===== src/rtl/line_burst_adapter_pkg.sv =====
// ----------------------------------------------------------------------------
// line_burst_adapter_pkg
//   Shared definitions for the cache line <-> memory burst adapter.
//   - state_t     : adapter FSM states (IDLE, RD, WR, DONE)
//   - BEATS       : memory beats per cache line (LINE_BITS / BURST_BITS)
//   - BEAT_W      : width of the beat index / counter
//   - OFFSET_MASK : clears the line-offset bits of a byte address
// ----------------------------------------------------------------------------
package line_burst_adapter_pkg;

    localparam int LINE_BITS   = 256;
    localparam int BURST_BITS  = 64;
    localparam int ADDR_BITS   = 32;
    localparam int OFFSET_BITS = 5;

    localparam int BEATS  = LINE_BITS / BURST_BITS;
    localparam int BEAT_W = $clog2(BEATS);

    localparam logic [ADDR_BITS-1:0] OFFSET_MASK = {ADDR_BITS{1'b1}} << OFFSET_BITS;

    typedef enum logic [1:0] {
        ST_IDLE = 2'd0,
        ST_RD   = 2'd1,
        ST_WR   = 2'd2,
        ST_DONE = 2'd3
    } state_t;

endpackage


===== src/rtl/line_burst_adapter_beat_buffer.sv =====
// ----------------------------------------------------------------------------
// line_beat_buffer
//   beats x s_burst register file holding one cache line split into beats.
//   Shared by both directions of the adapter:
//     fill      : beat-indexed write port stores memory beats as they arrive
//     writeback : whole-line load captures the dirty line, then the
//                 beat-indexed read mux serialises it to memory
//   Ports:
//     clk, rst   clock, synchronous active-high reset (clears all beats)
//     load       load the whole line from load_line (has priority over we)
//     load_line  full line to load
//     we, widx   beat write enable / index, data on wdata
//     ridx       beat read index, beat presented on rdata
//     line_out   all beats packed, beat 0 in the low bits
// ----------------------------------------------------------------------------
module line_beat_buffer
    import line_burst_adapter_pkg::*;
#(
    parameter int s_burst = BURST_BITS,
    parameter int beats   = BEATS,
    parameter int idx_w   = BEAT_W
) (
    input  logic                       clk,
    input  logic                       rst,
    input  logic                       load,
    input  logic [s_burst*beats-1:0]   load_line,
    input  logic                       we,
    input  logic [idx_w-1:0]           widx,
    input  logic [s_burst-1:0]         wdata,
    input  logic [idx_w-1:0]           ridx,
    output logic [s_burst-1:0]         rdata,
    output logic [s_burst*beats-1:0]   line_out
);

    logic [s_burst-1:0] beat_reg [beats];

    always_ff @(posedge clk) begin
        if (rst) begin
            for (int i = 0; i < beats; i++) begin
                beat_reg[i] <= '0;
            end
        end else if (load) begin
            for (int i = 0; i < beats; i++) begin
                beat_reg[i] <= load_line[i*s_burst +: s_burst];
            end
        end else if (we) begin
            beat_reg[widx] <= wdata;
        end
    end

    assign rdata = beat_reg[ridx];

    generate
        for (genvar gi = 0; gi < beats; gi++) begin : g_pack
            assign line_out[gi*s_burst +: s_burst] = beat_reg[gi];
        end
    endgenerate

endmodule


===== src/rtl/line_burst_adapter.sv =====
// ----------------------------------------------------------------------------
// line_burst_adapter
//   Bridges the cache's one-line-per-request interface to a memory that
//   moves a line as a burst of s_line/s_burst beats (beat 0 = low bits).
//   Fill: collects beats into a line, writeback: serialises a dirty line.
//
//   Cache side : line_i (writeback data), line_o (last completed fill line),
//                address_i, read_i, write_i, resp_o (1-cycle completion)
//   Memory side: burst_i (read beat), burst_o (write beat), address_o
//                (line aligned), read_o, write_o, resp_i (beat valid/accepted)
//   clk, rst   : clock, synchronous active-high reset
//
//   Optional build macro LINE_BURST_PERF_EN adds saturating counters:
//     perf_rd_o (completed fills), perf_wr_o (completed writebacks),
//     perf_stall_o (RD/WR cycles with resp_i low).
// ----------------------------------------------------------------------------
module line_burst_adapter
    import line_burst_adapter_pkg::*;
#(
    parameter int s_line   = LINE_BITS,
    parameter int s_burst  = BURST_BITS,
    parameter int s_addr   = ADDR_BITS,
    parameter int s_offset = OFFSET_BITS
) (
    input  logic                clk,
    input  logic                rst,
    input  logic [s_line-1:0]   line_i,
    output logic [s_line-1:0]   line_o,
    input  logic [s_addr-1:0]   address_i,
    input  logic                read_i,
    input  logic                write_i,
    output logic                resp_o,
    input  logic [s_burst-1:0]  burst_i,
    output logic [s_burst-1:0]  burst_o,
    output logic [s_addr-1:0]   address_o,
    output logic                read_o,
    output logic                write_o,
`ifdef LINE_BURST_PERF_EN
    output logic [31:0]         perf_rd_o,
    output logic [31:0]         perf_wr_o,
    output logic [31:0]         perf_stall_o,
`endif
    input  logic                resp_i
);

    localparam int beats  = s_line / s_burst;
    localparam int beat_w = $clog2(beats);

    // Standard geometry uses the shared constant; other geometries derive it.
    localparam logic [s_addr-1:0] addr_mask =
        (s_addr == ADDR_BITS && s_offset == OFFSET_BITS) ? s_addr'(OFFSET_MASK)
                                                         : ({s_addr{1'b1}} << s_offset);

    state_t              state_reg;
    logic [beat_w-1:0]   cnt_reg;
    logic                read_reg;
    logic                write_reg;
    logic                resp_reg;
    logic [s_addr-1:0]   addr_reg;
    logic [s_line-1:0]   line_reg;

    logic                last_beat;
    logic                buf_load;
    logic                buf_we;
    logic [s_burst-1:0]  buf_rdata;
    logic [s_line-1:0]   buf_line;

    assign last_beat = (cnt_reg == beat_w'(beats - 1));
    // write_i wins over read_i, so the buffer is loaded on any IDLE write.
    assign buf_load  = (state_reg == ST_IDLE) && write_i;
    assign buf_we    = (state_reg == ST_RD) && resp_i;

    line_beat_buffer #(
        .s_burst (s_burst),
        .beats   (beats),
        .idx_w   (beat_w)
    ) u_buf (
        .clk       (clk),
        .rst       (rst),
        .load      (buf_load),
        .load_line (line_i),
        .we        (buf_we),
        .widx      (cnt_reg),
        .wdata     (burst_i),
        .ridx      (cnt_reg),
        .rdata     (buf_rdata),
        .line_out  (buf_line)
    );

    always_ff @(posedge clk) begin
        if (rst) begin
            state_reg <= ST_IDLE;
            cnt_reg   <= '0;
            read_reg  <= 1'b0;
            write_reg <= 1'b0;
            resp_reg  <= 1'b0;
            addr_reg  <= '0;
            line_reg  <= '0;
        end else begin
            case (state_reg)
                ST_IDLE: begin
                    resp_reg <= 1'b0;
                    if (write_i) begin
                        state_reg <= ST_WR;
                        write_reg <= 1'b1;
                        addr_reg  <= address_i & addr_mask;
                        cnt_reg   <= '0;
                    end else if (read_i) begin
                        state_reg <= ST_RD;
                        read_reg  <= 1'b1;
                        addr_reg  <= address_i & addr_mask;
                        cnt_reg   <= '0;
                    end
                end
                ST_RD: begin
                    if (resp_i) begin
                        cnt_reg <= cnt_reg + 1'b1;
                        if (last_beat) begin
                            // Last beat goes to the top slot; the buffer
                            // already holds the lower beats.
                            line_reg  <= {burst_i, buf_line[s_line-s_burst-1:0]};
                            read_reg  <= 1'b0;
                            resp_reg  <= 1'b1;
                            state_reg <= ST_DONE;
                        end
                    end
                end
                ST_WR: begin
                    if (resp_i) begin
                        cnt_reg <= cnt_reg + 1'b1;
                        if (last_beat) begin
                            write_reg <= 1'b0;
                            resp_reg  <= 1'b1;
                            state_reg <= ST_DONE;
                        end
                    end
                end
                ST_DONE: begin
                    resp_reg  <= 1'b0;
                    state_reg <= ST_IDLE;
                end
                default: begin
                    state_reg <= ST_IDLE;
                end
            endcase
        end
    end

    assign read_o    = read_reg;
    assign write_o   = write_reg;
    assign resp_o    = resp_reg;
    assign address_o = addr_reg;
    assign line_o    = line_reg;
    // Beat is driven straight from the buffer so memory sees it in the
    // first WR cycle; quiet outside writebacks.
    assign burst_o   = (state_reg == ST_WR) ? buf_rdata : '0;

`ifdef LINE_BURST_PERF_EN
    logic [31:0] perf_rd_reg;
    logic [31:0] perf_wr_reg;
    logic [31:0] perf_stall_reg;

    always_ff @(posedge clk) begin
        if (rst) begin
            perf_rd_reg    <= '0;
            perf_wr_reg    <= '0;
            perf_stall_reg <= '0;
        end else begin
            if (state_reg == ST_RD && resp_i && last_beat && perf_rd_reg != 32'hFFFF_FFFF) begin
                perf_rd_reg <= perf_rd_reg + 32'd1;
            end
            if (state_reg == ST_WR && resp_i && last_beat && perf_wr_reg != 32'hFFFF_FFFF) begin
                perf_wr_reg <= perf_wr_reg + 32'd1;
            end
            if ((state_reg == ST_RD || state_reg == ST_WR) && !resp_i
                && perf_stall_reg != 32'hFFFF_FFFF) begin
                perf_stall_reg <= perf_stall_reg + 32'd1;
            end
        end
    end

    assign perf_rd_o    = perf_rd_reg;
    assign perf_wr_o    = perf_wr_reg;
    assign perf_stall_o = perf_stall_reg;
`endif

endmodule

===== config.mk =====
export PLATFORM = sky130hd
export DESIGN_NAME = line_burst_adapter
export DESIGN_NICKNAME = d
export VERILOG_FILES = /design/src/rtl/line_burst_adapter_pkg.sv /design/src/rtl/line_burst_adapter_beat_buffer.sv /design/src/rtl/line_burst_adapter.sv
export SDC_FILE = /design/constraint.sdc
export NUM_CORES = 1
export LEC_CHECK = 0
export CORE_AREA = 2 2 277 279
export DETAILED_ROUTE_END_ITERATION = 10
export DIE_AREA = 0 0 279 281
export DONT_BUFFER_PORTS = 1
export SETUP_SLACK_MARGIN = 0.5
export SLEW_MARGIN = 40
export SYNTH_ARGS = -nofsm -noshare
export SYNTH_HDL_FRONTEND = slang
export SYNTH_SLANG_ARGS = --single-unit

===== constraint.sdc =====
create_clock -name clk -period 6.94 [get_ports clk]
set_input_delay 2.082 -clock clk [delete_from_list [all_inputs] [get_ports clk]]
set_output_delay 2.082 -clock clk [all_outputs]
set_load 0.02 [all_outputs]

==> results.toml, run 1 <==
[drt]
dr.first_iter.drc_count = 1765
wirelength_um = 79900
via_per_inst = 5.53
drtAntennaViolNets = 0
remaining_drc_errors = 0
dr.pass1.iters = 5
num_vias = 16400
post_drt_wl_per_cell_um = 26.9

[worst_setup_path]
crit_path_start_kind = "flop"
path_class = "flop to primary output"
arrival_ns = 2.78
worstPathRequired_ns = 4.86
worstPathMaxFanout = 38
rr_worst_depth = 5
end_kind = "primary output"

[sta]
period_share_pct = 70.1
slew_viol_final = 0
tightest_slew_ns = 0.886
period_minus_slack_ns = 4.86
clock-skew-final_ns = 0.0235
rsz0062_at_grt = "false"
whs_ns = 0.523
fin_setup_tns_ns = 0
slew_headroom_pct = 40.9
setup_slack_ns = 2.08
finalSetupViolCount = 0
max_freq_mhz = 206
hold_viol = 0

[logic_synthesis]
postSynthAreaPerCell_um2 = 11.2
synth_top_area_share_pct = 34.0
yosys_most_used_dff = "dfxtp_1"
syn_area_um2 = 22600
synth_cells = 2024
ys_types = 37
synthArstFlopShare_pct = 0
synth_area_leader_cell = "edfxtp_1"
synthTopCellsByArea = "edfxtp_1 34%, dfxtp_1 26%, a22o_1 9.9%"
synth_seq_cells = 548
synth_seq_area_share_pct = 59.9
synth_edf_count = 256
ys.warnings.count = 0

[grt]
grt_pass1_vias = 15900
grt.overflow.total = 0
grt_max_degree = 296
grtUsageTotal_pct = 19.0
antenna_found_initial = 7
grt_pass1_wl_um = 111000

[clock_tree]
cts_sinks = 548
cts_resized = 0
cts_buffer_depth = 3
clockRootBuffer = "clkbuf_16"
cts_made_buffers = 58
postCtsHoldBufs = 0
clkLatencyLatePin_ns = 0.61
cts_setup_buffers = 0
path_clk_slew_ns = 0.06
tritoncts = "yes"
htreeDepth = 2

[power_and_ir_drop]
cellPowerDensity_nw_per_um2 = 352
power_leakage_uw = 0.00842
vdd_drop_max_uv = 192

[layout]
fillers = 7513
fin_nets = 2299
layout-drive-gt1-share_pct = 9.68
seq_area_um2 = 13500
multiInputGateArea_um2 = 8150
area_growth_pct = 11.1

[place]
globalplace.congestion = 0.923
port_buffers = 0
dp_hpwl_um = 53700
pre_cts_ws_ns = 2.53

[die]
initial_core_util_pct = 30.0
die_y_um = 281
coreArea_um2 = 75400
die-area_um2 = 78400
boundaryPins = 712
die_w_um = 279
rows = 101

[hold_path]
hp-class = "flop to flop"
holdPathStages = 2

[flow_run]
cap_viol_max_count = 0

[run_status]
run_status = "finished, final reports clean"
==> worst paths after layout <==
check / slack (ns) / from / endpoint
max: 2.08 / state_reg[0]$_SDFFE_PP0P_ / burst_o[3]
min: 0.52 / u_buf.beat_reg[1][10]$_DFFE_PP_ / line_o[74]$_SDFFE_PP0P_
max reg2reg: 3.89 / state_reg[0]$_SDFFE_PP0P_ / u_buf.beat_reg[0][63]$_DFFE_PP_
min reg2reg: 0.52 / u_buf.beat_reg[1][10]$_DFFE_PP_ / line_o[74]$_SDFFE_PP0P_
==> cells by family after synthesis <==
group	synth area share (%)
and+or+nand+nor	12.0
AOI/OAI and AO/OA	16.7
DFF	59.9
buffers and inverters	4.43
other	0.0166
muxes	6.51
adders and majority gates	0.443
==> per-layer routing <==
layer	global-route usage (%)	wire [um]	vias up
met3	5.26	8380	168
met4	6.84	2630	2
met2	32.3	39800	1036
met5	0	10	-
met1	23.2	29100	8113
li1	-	-	7096
==> power breakdown <==
group	switching (uW)	internal (uW)	total, uW
clock	1300	1810	3110
combinational	885	565	1450
sequential	348	3940	4290
total	2540	6310	8850
==> cells in the final DEF, fill, tap and decap left out, types with 3 or more instances in the layout <==
cell         n
mux2i_1      3
clkbuf_8     9
nand2_1    571
nor3_4       4
dfxtp_1    290
mux4_2      64
a22o_1     256
edfxtp_1   256
buf_12       4
clkinv_1     7
ha_1         7
clkbuf_1    17
conb_1       5
a21oi_1    290
clkbuf_16   61
nand2b_4     4
and2_1      64
buf_4       20
inv_1        8
diode_2      6
bufinv_16    3
clkinv_2     9
==> layout make-up <==
type,instances,share of cell area (%)
inverter,8,0.120
sequential,548,53.9
clock inverter,22,0.737
clock buffer,87,6.83
antenna,6,0.0598
timing repair buffer,26,1.01
multi-input combinational,1292,32.5
tap,978,4.87
==> metrics by stage <==
step                      instance area [um2]  utilization (%)  power [uW]  std cells
final                                   25100             33.3        8850       2967
after global routing                    25100             33.3        9140       2965
after CTS                               25100             33.3        8890       2961
after detailed placement                23200             30.7        5790       2852
after global placement                  23200             30.7        5740       2851
after floorplan                         22600                -        5320       2028
==> synthesized netlist by cell type, drive strengths merged, types with 2 or more instances <==
cell,count
a22o,256
nand2b,6
edfxtp,256
nor3b,2
mux2i,3
ha,8
nor2,2
o21ai,3
a21oi,290
nand2,572
clkbuf,72
inv,8
nor3,4
buf,108
mux4,64
nand3,2
and2,64
dfxtp,292
==> worst max-delay path: stages, from the launching register on <==
cell     delay (ns)
dfxtp_1        0.32
inv_1          0.12
ha_2           0.71
buf_4          0.56
and2_1         0.38
(Power assumes the default switching activity.)
==> run 2: changes to the inputs <==
==> constraint.sdc (replaced) <==
create_clock -name clk -period 4.3 [get_ports clk]
set_input_delay 1.29 -clock clk [delete_from_list [all_inputs] [get_ports clk]]
set_output_delay 1.29 -clock clk [all_outputs]
set_load 0.02 [all_outputs]
==> results.toml, run 2 (synthesized netlist as in run 1, its figures left out) <==
[worst_setup_path]
crit_chain = "inv_1 > ha_2 > buf_4 > and2_1"
worst-path-buf-inv = 2
startpoint = "state_reg[0]$_SDFFE_PP0P_"
path_delay_family = "buffers and inverters"
worstPathRequired_ns = 3.01
rr_worst_depth = 6
crit_path_max_incr_delay_ns = 0.50
crit_slowest_cell = "ha_2"
timing.rr.start = "state_reg[1]$_SDFFE_PP0P_"
path_class = "flop to primary output"
worstPathMaxFanout = 25
arrival_ns = 2.38
crit_path_start_kind = "flop"
endpoint = "burst_o[38]"
path_depth = 4
rrSetupSlack_ns = 1.75
r2r_end = "u_buf.beat_reg[3][14]$_DFFE_PP_"
end_kind = "primary output"

[clock_tree]
cts_made_buffers = 60
cts_sinks = 548
postCtsHoldBufs = 0
cts_buffer_depth = 3
clockRootBuffer = "clkbuf_16"
path_clk_slew_ns = 0.07
clkLatencyLatePin_ns = 0.62
tritoncts = "yes"
htreeDepth = 2

[die]
die-area_um2 = 78400
rows = 101
initial_core_util_pct = 30.0
coreArea_um2 = 75400
die_w_um = 279
die_y_um = 281
boundaryPins = 712

[drt]
remaining_drc_errors = 0
num_vias = 16500
post_drt_wl_per_cell_um = 26.4
drtAntennaViolNets = 0
wirelength_um = 78900
dr.first_iter.drc_count = 1835
via_per_inst = 5.51
dr.pass1.iters = 6

[sta]
slew_viol_final = 0
tightest_slew_ns = 1.33
max_freq_mhz = 272
rsz0062_at_grt = "false"
period_minus_slack_ns = 3.67
hold_viol = 0
finalSetupViolCount = 0
period_share_pct = 85.5
clock-skew-final_ns = 0.0300
setup_slack_ns = 0.625
fin_setup_tns_ns = 0
slew_headroom_pct = 11.1

[power_and_ir_drop]
p_int_uw = 10300
sequentialPowerShare_pct = 47.4
power_leakage_uw = 0.00858
vdd_drop_max_uv = 306
swShare_pct = 28.6
switchingPower_uw = 4130
power_uw = 14500
cellPowerDensity_nw_per_um2 = 568
pwr-share-comb_pct = 17.1
pwr-share-clk_pct = 35.6

[layout]
layout_common_cells = "571 x nand2_1, 290 x dfxtp_1, 289 x a21oi_1"
fin_nets = 2319
final_common_cell = "nand2_1"
final_util_pct = 33.7
fin_area_um2 = 25500
layout-drive-gt1-share_pct = 11.0
area_growth_pct = 12.6

[place]
post_dp_cell_area_um2 = 23500
pre_cts_ws_ns = 1.08
dp_hpwl_um = 53500
port_buffers = 0
globalplace.congestion = 0.928

[run_status]
run_status = "finished, final reports clean"

[flow_run]
cap_viol_max_count = 0

[grt]
grt.overflow.total = 0
antenna_found_initial = 7
grt_pass1_vias = 16100
grt_max_degree = 296
grtUsageTotal_pct = 18.8
grt_pass1_wl_um = 110000

[hold_path]
hp-class = "flop to flop"
[run 2: per-layer routing]
| layer | wire length, um | vias to the layer above | global-route usage (%) |
|---|---|---|---|
| li1 | - | 7148 | - |
| met1 | 28800 | 8184 | 22.0 |
| met2 | 38600 | 953 | 31.4 |
| met3 | 8170 | 190 | 6.05 |
| met4 | 3310 | 0 | 8.92 |
| met5 | 0 | - | 0 |
[run 2: what timing repair did]
item                       4_1_cts  5_1_grt
cloned                           0        0
setup buffers                    0        1
pin swaps                        0        0
resized for setup                1        0
setup endpoints to repair       15        2
hold endpoints to repair         0        0
[run 2: area by class of cell]
type	count	area, um2
Clock buffer	90	1750
Antenna cell	8	20.0
Timing Repair Buffer	44	526
Sequential cell	548	13500
Tap cell	978	1220
Clock inverter	23	214
Fill cell	7487	50000
Inverter	8	30.0
Multi-Input combinational cell	1292	8160
[run 2: stage by stage]
step | instances | hold WS (ns)
global route | 2990 | 0.532
floorplan | 2028 | 0.466
CTS | 2982 | 0.500
global placement | 2869 | 0.479
detailed placement | 2869 | 0.510
finish | 2991 | 0.501
[run 2: worst min-delay path by stage]
stage / startpoint / cells after the start / endpoint / slack [ns]
final: u_buf.beat_reg[1][30]$_DFFE_PP_ / 2 / line_o[94]$_SDFFE_PP0P_ / 0.50
after global routing: state_reg[0]$_SDFFE_PP0P_ / 2 / state_reg[0]$_SDFFE_PP0P_ / 0.53
after global placement: state_reg[0]$_SDFFE_PP0P_ / 2 / state_reg[0]$_SDFFE_PP0P_ / 0.48
after CTS: u_buf.beat_reg[1][30]$_DFFE_PP_ / 2 / line_o[94]$_SDFFE_PP0P_ / 0.50
after floorplan: state_reg[0]$_SDFFE_PP0P_ / 2 / state_reg[0]$_SDFFE_PP0P_ / 0.47
after detailed placement: state_reg[0]$_SDFFE_PP0P_ / 2 / state_reg[0]$_SDFFE_PP0P_ / 0.51
[run 2: tightest hold or removal path: stages, from the launching register on]
cell      delay, ns
edfxtp_1       0.34
nand2_1        0.05
a21oi_1        0.10
[run 2: power by group through the flow]
stage | logic [uW] | registers (uW) | clock network, uW
floorplan | 1830 | 6740 | 0
global placement | 2370 | 6930 | 0
detailed placement | 2420 | 6970 | 0
CTS | 2430 | 6870 | 5240
global route | 2610 | 6910 | 5440
finish | 2470 | 6850 | 5140
==> run 3: changes to the inputs <==
--- a/config.mk
+++ b/config.mk
@@ -10,7 +10,6 @@
 export DIE_AREA = 0 0 279 281
 export DONT_BUFFER_PORTS = 1
 export SETUP_SLACK_MARGIN = 0.5
-export SLEW_MARGIN = 40
 export SYNTH_ARGS = -nofsm -noshare
 export SYNTH_HDL_FRONTEND = slang
 export SYNTH_SLANG_ARGS = --single-unit
==> results.toml, run 3 (synthesized netlist as in run 1, its figures left out) <==
[die]
die-area_um2 = 78400
coreArea_um2 = 75400
initial_core_util_pct = 30.0
die_w_um = 279
boundaryPins = 712
rows = 101
die_y_um = 281

[power_and_ir_drop]
power_leakage_uw = 0.00866
pwr-share-clk_pct = 36.7
p_int_uw = 10500
power_uw = 14700
cellPowerDensity_nw_per_um2 = 575
vdd_drop_max_uv = 369
sequentialPowerShare_pct = 46.5
swShare_pct = 28.4
switchingPower_uw = 4190
pwr-share-comb_pct = 16.7

[worst_setup_path]
rrSetupSlack_ns = 1.66
path_class = "flop to primary output"
worstPathMaxFanout = 25
end_kind = "primary output"
crit_path_max_incr_delay_ns = 0.50
crit_path_start_kind = "flop"
startpoint = "state_reg[0]$_SDFFE_PP0P_"
r2r_end = "u_buf.beat_reg[3][59]$_DFFE_PP_"
timing.rr.start = "state_reg[0]$_SDFFE_PP0P_"
worstPathRequired_ns = 3.01
arrival_ns = 2.39
crit_chain = "inv_1 > ha_2 > buf_4 > and2_1"
crit_slowest_cell = "ha_2"
endpoint = "burst_o[55]"
rr_worst_depth = 5

[sta]
clock-skew-final_ns = 0.0282
tightest_slew_ns = 1.20
period_minus_slack_ns = 3.68
period_share_pct = 85.5
slew_viol_final = 0
slew_headroom_pct = 20.1
max_freq_mhz = 272
setup_slack_ns = 0.624
hold_viol = 0
finalSetupViolCount = 0
fin_setup_tns_ns = 0
rsz0062_at_grt = "false"

[clock_tree]
clkLatencyLatePin_ns = 0.62
postCtsHoldBufs = 0
cts_buffer_depth = 3
tritoncts = "yes"
cts_made_buffers = 61
htreeDepth = 2
clockRootBuffer = "clkbuf_16"
path_clk_slew_ns = 0.06
cts_sinks = 548

[hold_path]
hp-class = "flop to flop"
holdPathStages = 2

[drt]
wl_met3_um = 8250
remaining_drc_errors = 0
wirelength_um = 78800
dr.pass1.iters = 6
num_vias = 16500
dr_wl_met2_um = 38900
highest_layer = "met4"
post_drt_wl_per_cell_um = 26.3
drtAntennaViolNets = 0
wl_met1_um = 28600
dr.first_iter.drc_count = 1719
via_per_inst = 5.51

[place]
dp_hpwl_um = 53400
pre_cts_ws_ns = 1.10
post_dp_cell_area_um2 = 23500
port_buffers = 0
globalplace.congestion = 0.928

[layout]
fin_nets = 2320
fillers = 7496
layout-drive-gt1-share_pct = 11.4
layout_common_cells = "571 x nand2_1, 290 x a21oi_1, 290 x dfxtp_1"
final_common_cell = "nand2_1"
fin_area_um2 = 25600
area_growth_pct = 13.3

[grt]
antenna_found_initial = 7
grt_max_degree = 296
grt_pass1_wl_um = 109000
grt.overflow.total = 0
grt_pass1_vias = 16000
grtUsageTotal_pct = 18.7

[flow_run]
cap_viol_max_count = 0

[run_status]
run_status = "finished, final reports clean"
-- run 3: cell types whose count changed in the layout (fill, tap and decap cells not counted), moves of 2 or more --
cell        previous run  this run
clkbuf_1              18         4
clkbuf_16             61        67
clkinv_1               2         7
clkbuf_8              11         8
clkinv_2              10        13
clkinvlp_4             3         5
inv_4                  0         2
-- run 3: per-layer routing --
layer / global-route usage, % / vias up
met5: 0 / -
met4: 8.44 / 0
met2: 31.5 / 991
met1: 22.1 / 8170
met3: 5.62 / 187
li1: - / 7148
-- run 3: area by class of cell --
| type | count | area, um2 | share of cell area, % |
|---|---|---|---|
| Sequential cell | 548 | 13500 | 52.9 |
| Tap cell | 978 | 1220 | 4.78 |
| Antenna cell | 9 | 22.5 | 0.0880 |
| Multi-Input combinational cell | 1292 | 8150 | 31.8 |
| Timing Repair Buffer | 44 | 522 | 2.04 |
| Inverter | 8 | 30.0 | 0.117 |
| Clock buffer | 79 | 1800 | 7.04 |
| Clock inverter | 36 | 305 | 1.19 |
-- run 3: power groups by stage --
stage	sequential, uW	combinational [uW]	clock (uW)
2_1_floorplan	6740	1830	0
3_3_place_gp	6930	2370	0
3_5_place_dp	6970	2420	0
4_1_cts	6870	2430	5490
5_1_grt	6910	2610	5690
6_report	6850	2460	5410
-- run 3: critical path, delay by kind of cell, from the launching register on --
family / cells / cell delay (ns)
buffers and inverters: 2 / 0.51
adder cells (fa/ha/maj): 1 / 0.50
AND/OR/NAND/NOR: 1 / 0.37
flip-flops: 1 / 0.33
-- run 3: what timing repair did --
item | in CTS | in global routing
endpoints found under the setup margin | 15 | 3
resized for setup | 1 | 0
buffers inserted | 0 | 1
-- run 3: through the flow --
stage,hold WS [ns],instances,util (%)
after floorplan,0.466,2028,-
after CTS,0.507,2984,33.9
after global placement,0.479,2869,31.1
final,0.514,2994,33.9
after global routing,0.534,2990,33.9
after detailed placement,0.510,2869,31.1
-- run 3: worst min path at each step --
stage | end | start | slack, ns
3_3_place_gp | state_reg[0]$_SDFFE_PP0P_ | state_reg[0]$_SDFFE_PP0P_ | 0.48
6_report | state_reg[0]$_SDFFE_PP0P_ | state_reg[0]$_SDFFE_PP0P_ | 0.51
4_1_cts | line_o[94]$_SDFFE_PP0P_ | u_buf.beat_reg[1][30]$_DFFE_PP_ | 0.51
3_5_place_dp | state_reg[0]$_SDFFE_PP0P_ | state_reg[0]$_SDFFE_PP0P_ | 0.51
5_1_grt | state_reg[0]$_SDFFE_PP0P_ | state_reg[0]$_SDFFE_PP0P_ | 0.53
2_1_floorplan | state_reg[0]$_SDFFE_PP0P_ | state_reg[0]$_SDFFE_PP0P_ | 0.47
